[src/rtl/shift_add_mult_ctrl.sv]
// Shift-and-add unsigned multiplier sequencer around one ripple-carry adder.
// One add/shift iteration per clock; product latched into P on completion.
module shift_add_mult_ctrl #(
  parameter int WIDTH = 8
) (
  input  logic               CLOCK_50,
  input  logic               reset,
  input  logic               start,
  input  logic [WIDTH-1:0]   A,
  input  logic [WIDTH-1:0]   B,
  output logic               busy,
  output logic               done,
  output logic [2*WIDTH-1:0] P
);

  localparam int CW = $clog2(WIDTH + 1);

  typedef enum logic [1:0] {
    IDLE = 2'd0,
    RUN  = 2'd1,
    DONE = 2'd2
  } state_t;

  state_t state, state_n;

  logic [WIDTH-1:0] m;
  logic [WIDTH-1:0] acc;
  logic [WIDTH-1:0] q;
  logic [CW-1:0]    count;

  logic [WIDTH:0]   carry;
  logic [WIDTH-1:0] sum;
  logic             c_add;
  logic [WIDTH-1:0] acc_add;
  logic [WIDTH-1:0] acc_sh;
  logic [WIDTH-1:0] q_sh;
  logic [CW-1:0]    count_n;
  logic             last;

  // Full-adder chain: acc + m, carry-in tied low
  assign carry[0] = 1'b0;

  for (genvar i = 0; i < WIDTH; i++) begin : g_fa
    assign sum[i] = acc[i] ^ m[i] ^ carry[i];
    assign carry[i+1] = (acc[i] & m[i])
                      | (carry[i] & (acc[i] ^ m[i]));
  end

  // The carry lives only within one edge: it is shifted into acc MSB
  assign {c_add, acc_add} = q[0] ? {carry[WIDTH], sum}
                                 : {1'b0, acc};

  assign acc_sh  = {c_add, acc_add[WIDTH-1:1]};
  assign q_sh    = {acc_add[0], q[WIDTH-1:1]};
  assign count_n = count + CW'(1);
  assign last    = (count_n == CW'(WIDTH));

  always_ff @(posedge CLOCK_50 or posedge reset) begin
    if (reset) begin
      state <= IDLE;
      busy  <= 1'b0;
      done  <= 1'b0;
    end else begin
      state <= state_n;
      busy  <= (state_n != IDLE);
      done  <= (state_n == DONE);
    end
  end

  always_comb begin
    state_n = state;
    unique case (state)
      IDLE:    if (start) state_n = RUN;
      RUN:     if (last)  state_n = DONE;
      DONE:    state_n = IDLE;
      default: state_n = IDLE;
    endcase
  end

  always_ff @(posedge CLOCK_50 or posedge reset) begin
    if (reset) begin
      m     <= '0;
      acc   <= '0;
      q     <= '0;
      count <= '0;
      P     <= '0;
    end else begin
      unique case (state)
        IDLE: begin
          if (start) begin
            m     <= A;
            q     <= B;
            acc   <= '0;
            count <= '0;
          end
        end
        RUN: begin
          acc   <= acc_sh;
          q     <= q_sh;
          count <= count_n;
          if (last) P <= {acc_sh, q_sh};
        end
        default: ;
      endcase
    end
  end

endmodule

[config.mk]
export PLATFORM = sky130hd
export DESIGN_NAME = shift_add_mult_ctrl
export DESIGN_NICKNAME = d
export VERILOG_FILES = /design/src/rtl/shift_add_mult_ctrl.sv
export SDC_FILE = /design/constraint.sdc
export NUM_CORES = 1
export LEC_CHECK = 0
export BUFFER_PORTS_ARGS = -buffer_cell sky130_fd_sc_hd__buf_2
export CAP_MARGIN = 20
export CORE_MARGIN = 2
export CORE_UTILIZATION = 52
export DETAILED_ROUTE_END_ITERATION = 16
export PLACE_DENSITY = 0.75
export SYNTH_ARGS = -nofsm -noshare
export SYNTH_HDL_FRONTEND = slang
export SYNTH_SLANG_ARGS = --single-unit
[constraint.sdc]
create_clock -name CLOCK_50 -period 7.9 [get_ports CLOCK_50]
set_input_delay 0 -clock CLOCK_50 [delete_from_list [all_inputs] [get_ports CLOCK_50]]
set_output_delay 0 -clock CLOCK_50 [all_outputs]
set_load 0.02 [all_outputs]
==> results by group <==
Outcome
  • Outcome: completed

Clock tree
  • Worst-Skew Late Latency: 300 ps
  • CTS buffer count: 5
  • Clock-pin transition on the worst setup and hold timing paths: 80 ps
  • Clock tree buffer depth: 2
  • H-tree levels: 2
  • Num Clock Sinks: 48
  • CTS tree: built
  • Resized Gates After CTS: 0
  • Root buffer cell: clkbuf_8

Routing
  • DRT iter0 DRCs: 71
  • DR DRC count: 0
  • DRT Pass-1 Iters: 5
  • Final wirelength: 4390 microns
  • Wire length per cell: 15.5 microns
  • Post-DR vias/cell: 5.33
  • Antenna Nets Post-Route: 0
  • Via count: 1508

Timing
  • Post-route setup slack: 3820 ps
  • Worst slew margin: 0.362
  • RSZ-0062 raised after global routing: false
  • Final-report setup violation count: 0
  • Final slew viol count: 0
  • Final hold viol count: 0
  • Min Hold Slack: 40.6 ps
  • Tcrit/Tclk final: 0.516
  • Clock skew: 3.21 ps
  • Final Critical Period: 4080 ps
  • Peak Freq: 0.245 GHz
  • Worst Tran Pin Value: 957 ps
  • Setup tns final: 0 ps

Place
  • DP HPWL: 2800 microns
  • Pre-CTS setup slack: 3860 ps
  • Placer Congestion: 0.725
  • Post-DP Area: 2400 sq um
  • # port buffers: 36

Critical path
  • Critical path type: flip-flop to flip-flop
  • Worst Path Max Fanout: 3
  • Worst EP arrival: 4270 ps
  • Startpoint Class: flip-flop
  • Crit. End Element: flip-flop
  • CP required: 8090 ps

Global route
  • Largest net degree at the start of global routing: 49
  • Vias in the first global route: 1502
  • Total GRT Usage: 0.193
  • First-pass GRT wire length: 7290 microns
  • Grt ovf: 0
  • Initial antenna violation count: 0

Floorplanning
  • IO Count: 37
  • DIE AREA: 4800 sq um
  • Starting Density: 0.546
  • FP Rows: 23
  • Die width: 69.3 microns
  • Die height: 69.3 microns
  • Core area: 4060 sq um

Synthesis
  • Synth area leader: dfrtp_1
  • Post-Syn Nets: 208
  • Top cell type's share of synthesized area: 0.542
  • Simple-gate share of the synthesized area: 0.0508
  • Synth Warn #: 0
  • Mux contribution to synthesized area: 0.146
  • Number of synthesized register bits: 48
  • Synth Instances: 180
  • Largest family of logic cells by synthesized area: multiplexers
  • Adder-cell share of the synthesized area: 0.0746
  • Post-synthesis xor/xnor area fraction: 0.00395
  • Yosys cell types: 30
  • Syn_area_per_cell: 12.3 sq um
  • Synth Area in Compound Gates: 0.112
  • Sequential share of the synthesized area: 0.542
  • Cell area after synthesis: 2210 sq um
  • Top post-synthesis cells by area: dfrtp_1 (54%), mux2_2 (9.2%), fa_1 (6.3%), inv_1 (4.1%), mux2_4 (4.1%)

Final layout
  • Util after Layout: 0.656
  • Nets: 260
  • Share of layout cells above drive strength 1: 0.318
  • # diodes: 0
  • Final instance area: 2660 sq um
  • Syn-to-layout area delta: 20.2%

Pwr
  • Sw power: 0.448 mW
  • Sw Ratio: 0.392
  • Power density over the cells: 429 nW/um^2
  • Leak: 1.28 nW
  • Int Power: 0.694 mW
  • Combinational power share: 0.468
  • VDD IR max: 0.184 mV
  • Clk network pwr share: 0.131
  • Flop pwr share: 0.401

Hold path
  • Tightest Hold Check Type: input pin to flip-flop

Run
  • Max_cap viols: 0
## worst max-delay path, stage by stage (launching register included)
cell and delay [ps]:
dfrtp_1 390, ha_1 170, inv_1 60, fa_1 380
fa_1 400, fa_1 410, fa_1 390, fa_1 390
fa_1 360, inv_1 80, fa_1 410, mux2_2 290
mux2_4 250
## per-stage QoR
step	power (mW)	cells
3_3_place_gp	0.953	259
5_1_grt	1.23	283
3_5_place_dp	0.986	259
4_1_cts	1.15	282
6_report	1.14	283
2_1_floorplan	0.848	180
## cell usage after synthesis
master    count
dfrtp_1      48
inv_1        24
mux2_2       18
a21oi_1      11
nand2_1      10
o21ai_0      10
fa_1          7
o22ai_1       7
a22o_1        6
mux2_4        6
nor2_1        6
clkbuf_1      4
mux2i_1       3
buf_6         2
ha_1          2
o2111a_1      2
a21boi_0      1
a41oi_1       1
and3b_1       1
and3b_2       1
buf_12        1
buf_2         1
inv_2         1
nand3_1       1
nor2_2        1
nor2b_2       1
o21bai_1      1
or2_2         1
or2b_1        1
xor2_1        1
## per-layer routing
metal	part of all wire	GRT usage	up-vias
li1	-	-	708
met5	0	0	-
met3	0.040	0.0494	11
met4	0.020	0.0784	0
met2	0.47	0.285	38
met1	0.47	0.275	751
## flip-flops by register name, summed over array words and instances (netlist names)
| signal | flops |
|---|---|
| q | 8 |
| done | 1 |
| state | 2 |
| P | 16 |
| count | 4 |
| acc | 8 |
| busy | 1 |
| m | 8 |
## path summary, 6_finish.rpt
path	depth (start not counted)	from	slack, ps	to
max	12	acc[0]	3820	P[14]
min	3	B[7]	40	q[7]
max reg2reg	12	acc[0]	3820	P[14]
min reg2reg	1	P[3]	510	P[3]
max in group asynchronous	4	reset	7390	P[15]
min in group asynchronous	3	reset	90	count[1]
## cells in the final DEF (no fill, tap or decap), types with 2 or more instances in the layout
master / Yosys / final
nand2_1: 10 / 10
clkbuf_1: 4 / 2
inv_2: 1 / 2
ha_1: 2 / 2
fa_1: 7 / 7
inv_1: 24 / 23
o21ai_0: 10 / 10
nor2_1: 6 / 6
dlygate4sd3_1: 0 / 15
dfrtp_1: 48 / 48
mux2i_1: 3 / 3
mux2_2: 18 / 18
o2111a_1: 2 / 2
buf_2: 1 / 36
a22o_1: 6 / 6
clkbuf_8: 0 / 6
mux2_4: 6 / 6
a21oi_1: 11 / 11
o22ai_1: 7 / 7
## area by class of cell
class / instances / area [sq um]
clock buffers: 8 / 90.1
fillers: 299 / 1400
inverters: 25 / 93.8
multi-input cells: 99 / 857
flip-flops and latches: 48 / 1200
well taps: 50 / 62.6
repair buffers: 53 / 358
## power by group through the flow
stage	registers [mW]	logic (mW)	clock network (mW)
3_5_place_dp	0.458	0.528	0
6_report	0.458	0.534	0.150
5_1_grt	0.474	0.593	0.164
4_1_cts	0.456	0.538	0.153
2_1_floorplan	0.482	0.366	0
3_3_place_gp	0.454	0.499	0
## what timing repair did
| action | 4_1_cts | 5_1_grt |
|---|---|---|
| endpoints found under the setup margin | 0 | 0 |
| hold endpoints to repair | 62 | 0 |
| hold buffers | 15 | 0 |
| buffers inserted | 0 | 0 |
## logic make-up (layout without fill, tap and decap cells)
logic type / after synthesis / in the layout
compound gates: 39 / 39
xor+xnor: 1 / 1
buf+inv: 33 / 86
simple gates: 23 / 23
flops: 48 / 48
mux: 27 / 27
fa+ha+maj: 9 / 9
Power figures use the tool's default switching activity.
